===== src/rtl/npu_pkg.sv =====
// Shared NPU types and default constants.
package npu_pkg;

  localparam int K_H_DEF = 3;
  localparam int K_W_DEF = 3;

  typedef enum logic [2:0] {
    IDLE  = 3'd0,
    CLEAR = 3'd1,
    LOAD  = 3'd2,
    RUN   = 3'd3,
    DONE  = 3'd4
  } wreg_state_t;

  // Counter width for a 0..n-1 range, never narrower than one bit.
  function automatic int cnt_w(input int n);
    return (n > 1) ? $clog2(n) : 1;
  endfunction

endpackage


===== src/rtl/weight_reg_ctrl.sv =====
// Weight register controller: clears the circular weight register, loads
// K_W columns from the stream, then rotates it K_W*num_pass times.
// Optional stall counter enabled by defining WREG_CTRL_PERF_EN.
module weight_reg_ctrl
  import npu_pkg::*;
#(
  parameter int K_H    = K_H_DEF,
  parameter int K_W    = K_W_DEF,
  parameter int PASS_W = 8
) (
  input  logic              clk,
  input  logic              rst_n,
  input  logic              start,
  input  logic [PASS_W-1:0] num_pass,
  input  logic              abort,
  input  logic              w_valid,
  output logic              w_ready,
  input  logic [8*K_H-1:0]  w_data,
  input  logic              step_en,
  output logic              reg_load_en,
  output logic              reg_shift,
  output logic              reg_clear,
  output logic [8*K_H-1:0]  reg_in_data,
  output logic              busy,
  output logic              done,
  output logic [15:0]       perf_stall
);

  localparam int          CW   = cnt_w(K_W);
  localparam logic [CW-1:0] LAST = CW'(K_W - 1);

  wreg_state_t       state_q, state_d;
  logic [CW-1:0]     col_q, col_d;
  logic [CW-1:0]     sh_q, sh_d;
  logic [PASS_W-1:0] pass_q, pass_d;
  logic [PASS_W-1:0] npass_q, npass_d;
  logic [PASS_W-1:0] pass_inc;

  logic ready_c, load_c, shift_c, clear_c, done_c;

  assign reg_in_data = w_data;
  assign pass_inc    = pass_q + PASS_W'(1);

  // State and counter registers.
  always_ff @(posedge clk) begin
    if (!rst_n) begin
      state_q <= IDLE;
      col_q   <= '0;
      sh_q    <= '0;
      pass_q  <= '0;
      npass_q <= '0;
    end else begin
      state_q <= state_d;
      col_q   <= col_d;
      sh_q    <= sh_d;
      pass_q  <= pass_d;
      npass_q <= npass_d;
    end
  end

  // Next-state, counter updates and register-control strobes.
  always_comb begin
    state_d = state_q;
    col_d   = col_q;
    sh_d    = sh_q;
    pass_d  = pass_q;
    npass_d = npass_q;
    ready_c = 1'b0;
    load_c  = 1'b0;
    shift_c = 1'b0;
    clear_c = 1'b0;
    done_c  = 1'b0;
    if (state_q != IDLE && abort) begin
      // Abort wins over everything: wipe the register, drop the job.
      clear_c = 1'b1;
      state_d = IDLE;
    end else begin
      unique case (state_q)
        IDLE: begin
          if (start) begin
            npass_d = num_pass;
            state_d = CLEAR;
          end
        end
        CLEAR: begin
          clear_c = 1'b1;
          col_d   = '0;
          sh_d    = '0;
          pass_d  = '0;
          state_d = LOAD;
        end
        LOAD: begin
          ready_c = 1'b1;
          load_c  = w_valid;
          if (w_valid) begin
            if (col_q == LAST) begin
              col_d   = '0;
              state_d = (npass_q == '0) ? DONE : RUN;
            end else begin
              col_d = col_q + CW'(1);
            end
          end
        end
        RUN: begin
          shift_c = step_en;
          if (step_en) begin
            if (sh_q == LAST) begin
              sh_d   = '0;
              pass_d = pass_inc;
              if (pass_inc == npass_q) state_d = DONE;
            end else begin
              sh_d = sh_q + CW'(1);
            end
          end
        end
        DONE: begin
          done_c  = 1'b1;
          state_d = IDLE;
        end
        default: state_d = IDLE;
      endcase
    end
  end

  // Outputs are held low while reset is asserted so a reset mid-job never
  // pulses reg_clear or leaks a stale strobe.
  assign w_ready     = ready_c & rst_n;
  assign reg_load_en = load_c  & rst_n;
  assign reg_shift   = shift_c & rst_n;
  assign reg_clear   = clear_c & rst_n;
  assign done        = done_c  & rst_n;
  assign busy        = (state_q != IDLE) & rst_n;

`ifdef WREG_CTRL_PERF_EN
  logic [15:0] perf_q, perf_d;
  logic        stall_c;

  // Saturating stall counter, zeroed when a new job enters CLEAR.
  always_comb begin
    stall_c = (state_q == LOAD && !w_valid) || (state_q == RUN && !step_en);
    perf_d  = perf_q;
    if (state_q == IDLE && start) perf_d = '0;
    else if (stall_c && perf_q != 16'hFFFF) perf_d = perf_q + 16'd1;
  end

  // Stall counter register.
  always_ff @(posedge clk) begin
    if (!rst_n) perf_q <= '0;
    else        perf_q <= perf_d;
  end

  assign perf_stall = perf_q;
`else
  assign perf_stall = '0;
`endif

endmodule


===== config.mk =====
export PLATFORM = sky130hd
export DESIGN_NAME = weight_reg_ctrl
export DESIGN_NICKNAME = d
export VERILOG_FILES = /design/src/rtl/npu_pkg.sv /design/src/rtl/weight_reg_ctrl.sv
export SDC_FILE = /design/constraint.sdc
export NUM_CORES = 1
export LEC_CHECK = 0
export CORE_UTILIZATION = 25
export DETAILED_ROUTE_END_ITERATION = 7
export SLEW_MARGIN = 15
export SYNTH_ARGS = -nofsm -noshare
export SYNTH_HDL_FRONTEND = slang
export SYNTH_SLANG_ARGS = --single-unit

===== constraint.sdc =====
create_clock -name clk -period 5.5 [get_ports clk]
set_input_delay 0.825 -clock clk [delete_from_list [all_inputs] [get_ports clk]]
set_output_delay 0.825 -clock clk [all_outputs]
set_load 0.05 [all_outputs]

==> impl_metrics.env <==
export IMPL_synth_main_ff_cell="dfxtp_1"
export IMPL_syn_to_final_growth_pct=5.17
export IMPL_fp_dieW_um=86.0
export IMPL_core_area_mm2=0.00679
export IMPL_hold_viol=0
export IMPL_gp_congestion=0.835
export IMPL_synth_warnings=0
export IMPL_wirelength_um=3330
export IMPL_grtUsageTotal_pct=9.42
export IMPL_vdd_drop_max_mv=0.144
export IMPL_rrSetupSlack_ns=3.11
export IMPL_ys_seq_area_share_pct=26.1
export IMPL_p_leak_nw=0.647
export IMPL_p_total_mw=0.530
export IMPL_synthArstFlopShare_pct=0
export IMPL_switching_share_pct=41.6
export IMPL_status="completed"
export IMPL_max_cap_violations=0
export IMPL_cts_max_level=1
export IMPL_fin_area_mm2=0.00186
export IMPL_critPathLaunchType="input pin"
export IMPL_cp_endpoint="reg_shift"
export IMPL_cts_root_buf="clkbuf_8"
export IMPL_port_buffers=19
export IMPL_arrival_ns=3.22
export IMPL_synth_area_leaders="dfxtp_1, buf_4, a21boi_0"
export IMPL_cts_buffers=3
export IMPL_clk_pin_slew_worst_paths_ns=0.08
export IMPL_drtPass1Iterations=4
export IMPL_finalMaxSlewViolations=0
export IMPL_clk_latency_ns=0.27
export IMPL_drive_gt1_share_pct=4.95
export IMPL_fin_crit_ns=4.04
export IMPL_synth_edf_count=0
export IMPL_die_y_um=86.0
export IMPL_p_switching_mw=0.221
export IMPL_max_clock_freq_ghz=0.248
export IMPL_netlist_area_leader_share_pct=26.1
export IMPL_row_count=30
export IMPL_hp_class="flop to flop"
export IMPL_yosysUniqueCellTypes=44
export IMPL_regToRegStartpoint="pass_q[0]"
export IMPL_rsz0062_at_grt="false"
export IMPL_die_area_mm2=0.00740
export IMPL_vias=1425
export IMPL_r2r_end="state_q[1]"
export IMPL_drtIter0Drc=33
export IMPL_grt_ovfl_total=0
export IMPL_rr_worst_depth=6
export IMPL_netlist_area_mm2=0.00177
export IMPL_dp_hpwl_um=2540
export IMPL_avgSynthCellArea_um2=7.68
export IMPL_critical_path_class="input pin to output port"
export IMPL_ys_ff_latch=23
export IMPL_antenna_left=0
export IMPL_synth_area_leader_cell="dfxtp_1"
export IMPL_p_per_area_mw_per_mm2=285
export IMPL_combPwrFrac_pct=39.7
export IMPL_routedWlPerCell_um=10.5
export IMPL_clock_skew_ns=0.00178
export IMPL_clkPwrFrac_pct=20.3
export IMPL_cts_max_path_buffers=2
export IMPL_nNetsFinal=262
export IMPL_crit_start="rst_n"
export IMPL_cts_hold_buf=0
export IMPL_initial_utilization_pct=26.0
export IMPL_finish_utilization_pct=27.3
export IMPL_drc_errors=0
export IMPL_cts_tree="built"
export IMPL_grt_pass1_wl_um=5660
export IMPL_synthCells=230
export IMPL_viasPerCell=4.48
export IMPL_cts_resized=0
export IMPL_p_int_mw=0.309
export IMPL_finalCritPeriodShare_pct=73.5
export IMPL_diodes=0
export IMPL_relSlewSlack_pct=50.7
export IMPL_placed_cells=314
export IMPL_boundaryPins=84
export IMPL_antenna_found_initial=0
export IMPL_p_seq_share_pct=40.0
export IMPL_dpl_instance_area_mm2=0.00181
export IMPL_grt_pass1_vias=1236
export IMPL_setup_violations=0
export IMPL_tightest_slew_ns=0.737
export IMPL_required_ns=4.68
export IMPL_layoutNonFillerInstCount=318
export IMPL_post_cts_buffers=0
export IMPL_critPathCaptureType="output port"
export IMPL_cp_max_fo=24
export IMPL_grt_max_degree=25
export IMPL_fin_tns_setup_ns=0
export IMPL_cts_sinks=23
-- cell usage in the layout, fill, tap and decap left out, types with 9 or more instances in the layout --
cell and count:
o21ai_0 9, conb_1 16, a21boi_0 18, dfxtp_1 23
clkdlybuf4s50_1 19, nor2_1 10, nor3_1 9, nand2_1 34
-- critical path, cell delays in order --
cell and delay [ns]:
clkdlybuf4s50_1 0.95, o21ai_0 0.43, nor2_1 0.20, clkdlybuf4s50_1 0.82
-- state kept, by name, indices dropped and copies added (netlist names) --
register / flops
col_q: 2
npass_q: 8
pass_q: 8
sh_q: 2
state_q: 3
-- metrics by stage --
| step | setup WS, ns | hold slack, ns |
|---|---|---|
| floorplan | 2.01 | 0.453 |
| global placement | 1.46 | 0.475 |
| detailed placement | 1.43 | 0.491 |
| global route | 1.34 | 0.533 |
| CTS | 1.44 | 0.503 |
| finish | 1.46 | 0.497 |
-- worst min-delay path by stage --
stage / end / cells after the start / startpoint / slack [ns]
after floorplan: col_q[1] / 2 / col_q[1] / 0.45
after CTS: npass_q[1] / 2 / npass_q[1] / 0.50
after global routing: npass_q[4] / 2 / npass_q[4] / 0.53
after detailed placement: npass_q[1] / 2 / npass_q[1] / 0.49
after global placement: col_q[1] / 2 / col_q[1] / 0.48
final: npass_q[1] / 2 / npass_q[1] / 0.50
-- synth_stat cells, drive strengths merged (2+ instances only) --
library cell	instances
o31ai	2
and2	4
nand4	2
nor3b	4
and3	2
buf	43
nand3b	2
a211o	2
a21o	2
nor4	3
nor2b	6
xor2	3
dfxtp	23
xnor2	6
inv	6
nor2	10
o21a	4
a2111o	3
or4	4
a21boi	18
nand3	4
a31oi	3
o21bai	2
clkbuf	5
o21ai	9
nand2	34
a21oi	2
nor3	9
-- layout make-up --
cell class | count | area (µm²)
clock buffer | 3 | 41.3
clock inverter | 1 | 5.00
fill | 742 | 4940
inverter | 6 | 22.5
multi-input combinational | 168 | 1000
sequential | 23 | 460
tap | 96 | 120
timing repair buffer | 21 | 205
-- per-layer routing --
| layer | share of wire (%) | vias up | GRT usage [%] |
|---|---|---|---|
| met5 | 0 | - | 0 |
| met4 | 1.5 | 0 | 3.79 |
| met3 | 3.9 | 5 | 1.73 |
| met2 | 47 | 31 | 15.2 |
| met1 | 48 | 663 | 12.3 |
| li1 | - | 726 | - |
-- power groups by stage --
| stage | Combinational (mW) | Clock, mW | Sequential, mW |
|---|---|---|---|
| 4_1_cts | 0.212 | 0.113 | 0.212 |
| 3_5_place_dp | 0.211 | 0 | 0.216 |
| 6_report | 0.211 | 0.108 | 0.212 |
| 2_1_floorplan | 0.233 | 0 | 0.197 |
| 3_3_place_gp | 0.211 | 0 | 0.216 |
| 5_1_grt | 0.232 | 0.118 | 0.216 |
-- logic make-up after synthesis --
| group | count (synthesis) | share of synthesized area (%) |
|---|---|---|
| other | 1 | 0.212 |
| adder cells (fa/ha/maj) | 1 | 0.709 |
| AO/OA/AOI/OAI | 49 | 20.3 |
| AND/OR/NAND/NOR | 92 | 27.3 |
| multiplexers | 1 | 0.567 |
| buffers and inverters | 54 | 20.3 |
| XOR/XNOR | 9 | 4.47 |
| flip-flops | 23 | 26.1 |
No activity file was read; power rests on OpenSTA's default activity.
==> variant 1: new RTL, config.mk and constraints unchanged <==
Take the reset off `sh_q` and load it in a clocked block of its own.
--- a/src/rtl/weight_reg_ctrl.sv
+++ b/src/rtl/weight_reg_ctrl.sv
@@ -46,16 +46,18 @@
     if (!rst_n) begin
       state_q <= IDLE;
       col_q   <= '0;
-      sh_q    <= '0;
       pass_q  <= '0;
       npass_q <= '0;
     end else begin
       state_q <= state_d;
       col_q   <= col_d;
-      sh_q    <= sh_d;
       pass_q  <= pass_d;
       npass_q <= npass_d;
     end
+  end
+
+  always_ff @(posedge clk) begin
+    sh_q <= sh_d;
   end
 
   // Next-state, counter updates and register-control strobes.
Function: no difference found for any inputs over 10 cycles, from zero or initial values and one cycle with rst_n low; that may be too few to reach the edited logic, so the function may still have changed.
==> variant 1 against the original RTL <==
- first-iteration DRC count grew 6.1%
- final area shrank 3.4%
- maximum frequency grew 2.4%
- wire length decreased by 6.0%
- critical path depth up 1
- synthesized cell count down 3.9%
- power fell by 3.6%
- synthesized area down 1.1%
- sequential cell count is the same
- cell count down 8.8%
- setup slack improved by 0.093 ns
==> variant 1: results <==
[worst_setup_path]
timing.critical_path.fanout_max = 21
worstReg2RegEnd = state_q[2]$_SDFFE_PP0P_
rrSetupSlack_ns = 3.34
worstRegToRegCells = 6
cp.arrival_ns = 3.12
slowest_stage = clkdlybuf4s50_1
critical-path-max-stage-delay_ns = 0.91
worstReg2RegStart = pass_q[0]$_SDFFE_PN0P_

[finish]
final.fill_count = 735
drive_gt1_frac = 0.0476
largest_regs = npass_q: 8 flops, pass_q: 8 flops, state_q: 3 flops
final_nets = 251
post_layout_nonfiller_instances = 290

[clock_tree]
clock_path_buffers = 2
clk_transition_reported_paths_ns = 0.08
clock-root-buffer = clkbuf_8
cts.repair_timing.setup_buffer_count = 0

[global_route]
grt_antenna_before_repair = 0
groute.usage.overall = 0.0900
grt_pass1_wl_mm = 5.34
pin_count_of_the_biggest_net_entering_global_routing = 22
grt_pass1_vias = 1154

[route]
drt_iter0_drc = 35
drc_errors = 0
via_count = 1310
avgRoutedWirePerCell_um = 10.8

[synth]
synth_xor_xnor_area_share = 0.0401
synth_top_cells_by_area = dfxtp_1, buf_4, nand2_1, a21boi_0, edfxtp_1
synth_edf_count = 2
synth_cell_type_count = 44
synth_seq_area_share = 0.275
synth_compound_area_frac = 0.172
synthesis.yosys.warnings = 0
synth_mux_area_frac = 0.00573
synth_common_cells = buf_4, nand2_1, dfxtp_1
adder_cell_share_of_the_synthesized_area = 0.0143
syn_inst = 221

[hold_path]
timing.hold.worst_endpoint = col_q[0]$_SDFFE_PN0P_
hold_path.startpoint = col_q[0]$_SDFFE_PN0P_
worstHoldPathCells = 2

[outcome]
run_status = finished, final reports clean

[power_and_ir_drop]
leakage_nw = 0.626
p_int_w = 0.000305
vdd.ir_drop.worst_mv = 0.171

[placement]
detailed_placement_hpwl_mm = 2.29
gp_congestion = 0.791

[timing]
max-slew-margin-rel = 0.544
timing.clock.skew_ns = 0.00271
-- variant 1: cell types whose count changed in the layout (fill, tap and decap cells not counted), moves of 3 or more --
cell / change
a2111o_1: -3
xnor2_1: -3
o21ai_0: -3
a21oi_1: +3
nand2b_1: +3
a21boi_0: -3
inv_1: -4
-- variant 1: final cells by class --
cell class                 count  share of cell area
sequential                    23               0.268
tap                           80              0.0558
inverter                       2             0.00418
timing repair buffer          19               0.106
multi-input combinational    162               0.541
clock buffer                   4              0.0251
-- variant 1: cell families after synthesis --
| group | after synthesis |
|---|---|
| AOI/OAI and AO/OA | 42 |
| muxes | 1 |
| xor gates and xnor gates | 8 |
| DFF | 23 |
| other | 1 |
| adders and majority gates | 2 |
| buffers and inverters | 51 |
| and+or+nand+nor | 93 |
-- variant 1: critical path: cells and delay by family --
family	cells	cell delay, ns
and+or+nand+nor	3	0.60
buffers and inverters	2	1.71
-- variant 1: per-stage QoR --
stage               total power (W)  setup WS (ns)   util  hold WS, ns  cell area, um^2
finish                     0.000511           1.55  0.266        0.489             1790
global route               0.000551           1.38  0.266        0.523             1790
CTS                        0.000517           1.50  0.266        0.496             1790
detailed placement         0.000407           1.50  0.259        0.484             1750
global placement           0.000406           1.53  0.259        0.474             1750
floorplan                  0.000418           2.35      -        0.453             1800
-- variant 1: power groups by stage --
| stage | registers, W | logic, W | clock network, W |
|---|---|---|---|
| floorplan | 0.000201 | 0.000217 | 0 |
| global placement | 0.000216 | 0.000190 | 0 |
| detailed placement | 0.000216 | 0.000191 | 0 |
| CTS | 0.000212 | 0.000192 | 0.000114 |
| global route | 0.000217 | 0.000212 | 0.000122 |
| finish | 0.000212 | 0.000190 | 0.000109 |
-- variant 1: worst max-delay path by stage --
stage               start   endpoint  slack, ns  cells past startpoint
floorplan           rst_n  reg_clear       2.35                      3
global placement    rst_n  reg_shift       1.53                      5
detailed placement  rst_n  reg_shift       1.50                      5
CTS                 rst_n  reg_shift       1.50                      5
global route        rst_n  reg_shift       1.38                      5
finish              rst_n  reg_shift       1.55                      5
-- variant 1: layer usage --
| layer | up-vias | GRT usage | routed length (um) |
|---|---|---|---|
| met3 | 4 | 0.0135 | 122 |
| met4 | 0 | 0.0455 | 44 |
| met2 | 27 | 0.139 | 1440 |
| met5 | - | 0 | 0 |
| li1 | 681 | - | - |
| met1 | 598 | 0.122 | 1530 |
==> variant 2: new RTL, same settings <==
Made on the original files. Build with the macro `WREG_CTRL_PERF_EN` defined.
--- a/src/rtl/weight_reg_ctrl.sv
+++ b/src/rtl/weight_reg_ctrl.sv
@@ -1,6 +1,8 @@
 // Weight register controller: clears the circular weight register, loads
 // K_W columns from the stream, then rotates it K_W*num_pass times.
 // Optional stall counter enabled by defining WREG_CTRL_PERF_EN.
+`define WREG_CTRL_PERF_EN
+
 module weight_reg_ctrl
   import npu_pkg::*;
 #(
Behaviour: not the same (Yosys sat finds a counterexample within 4 cycles, from zero or initial values and one cycle with rst_n low).
==> variant 2 against the original RTL <==
- power increased by 13%
- synthesized area grew 34%
- final area increased by 44%
- sequential power is 44% higher
- setup slack improved by 0.35 ns
- sequential cell count grew 16
- synthesized cell count rose by 27%
- wire length rose by 50%
- global-route usage grew 0.96 points
==> variant 2: results <==
[route]
drt-pass1-iter-count = 6
avgRoutedWirePerCell_um = 12.2
dr_wl_met2_mm = 2.25
vias_per_cell = 4.71
m1WireLength_mm = 2.34
drt_iter0_drc = 146
detailroute.wirelength.met3_um = 335

[power_and_ir_drop]
leakage_nw = 0.894
vdd.ir_drop.worst_mv = 0.104

[placement]
portBuffers = 35
detailed_placement_hpwl_mm = 3.66
dp_area_um2 = 2600

[worst_setup_path]
worstRegToRegCells = 7
timing.critical_path.fanout_max = 26
worstReg2RegEnd = state_q[2]$_SDFFE_PP0P_
critical-path-max-stage-delay_ns = 0.86
rrSetupSlack_ns = 3.29

[finish]
drive_gt1_frac = 0.0467
final_nets = 339

[clock_tree]
cts_resized = 0
numCtsBuffers = 5

[outcome]
run_status = finished, final reports clean

[timing]
tightestPinTransition_ns = 0.621

[hold_path]
hold_path.startpoint = npass_q[0]$_SDFFE_PN0P_
timing.hold.worst_endpoint = npass_q[0]$_SDFFE_PN0P_

[synth]
synth_compound_area_frac = 0.146
synth_common_cells = dfxtp_1, nand2_1, nor2_1
synth_seq_area_share = 0.330
synth_cell_type_count = 50
adder_cell_share_of_the_synthesized_area = 0.0106
synth_mux_area_frac = 0.0127
synth_top_cells_by_area = dfxtp_1, buf_4, nand2_1, nor2_1, xor2_1

[global_route]
grt_pass1_vias = 1808
groute.usage.overall = 0.104
pin_count_of_the_biggest_net_entering_global_routing = 27
-- variant 2: tightest hold or removal path, delay by kind of cell (launching register included) --
kind	cells	cell delay [ns]
AO/OA/AOI/OAI	1	0.06
flip-flops	1	0.33
AND/OR/NAND/NOR	1	0.05
-- variant 2: area by class of cell --
type / instances / area (um^2)
multi-input combinational: 214 / 1310
timing repair buffer: 36 / 358
fill: 998 / 6510
clock buffer: 7 / 76.3
inverter: 3 / 11.3
sequential: 39 / 781
tap: 111 / 139
clock inverter: 1 / 5.00
-- variant 2: cell families (layout without fill, tap and decap cells) --
| group | count (synthesis) | count (layout) |
|---|---|---|
| fa+ha+maj | 2 | 2 |
| flops | 39 | 39 |
| xor+xnor | 22 | 22 |
| compound gates | 51 | 51 |
| mux | 3 | 3 |
| buf+inv | 39 | 47 |
| simple gates | 136 | 136 |
-- variant 2: per-stage QoR --
stage	hold slack (ns)	setup WS, ns	power, W	std cells
floorplan	0.465	2.03	0.000436	292
global route	0.524	1.73	0.000634	411
finish	0.496	1.81	0.000598	411
CTS	0.501	1.77	0.000607	411
global placement	0.487	1.78	0.000419	403
detailed placement	0.490	1.78	0.000420	403
-- variant 2: power by group through the flow --
stage	combinational, W	clock [W]	sequential, W
5_1_grt	0.000119	0.000206	0.000309
3_5_place_dp	0.000107	0	0.000313
4_1_cts	0.000108	0.000193	0.000306
6_report	0.000107	0.000185	0.000306
2_1_floorplan	0.000130	0	0.000306
3_3_place_gp	0.000106	0	0.000313
-- variant 2: routing by layer --
metal / up-vias / global-route usage
met5: - / 0
met4: 0 / 0.0339
met3: 6 / 0.0358
met2: 42 / 0.166
met1: 892 / 0.130
li1: 995 / -
-- variant 2: how the worst max path moves through the flow --
stage,start,endpoint,slack (ns),depth (start not counted)
6_report,rst_n,done,1.81,5
5_1_grt,rst_n,done,1.73,5
4_1_cts,rst_n,done,1.77,5
3_5_place_dp,rst_n,done,1.78,5
3_3_place_gp,rst_n,reg_shift,1.78,5
2_1_floorplan,abort,done,2.03,2
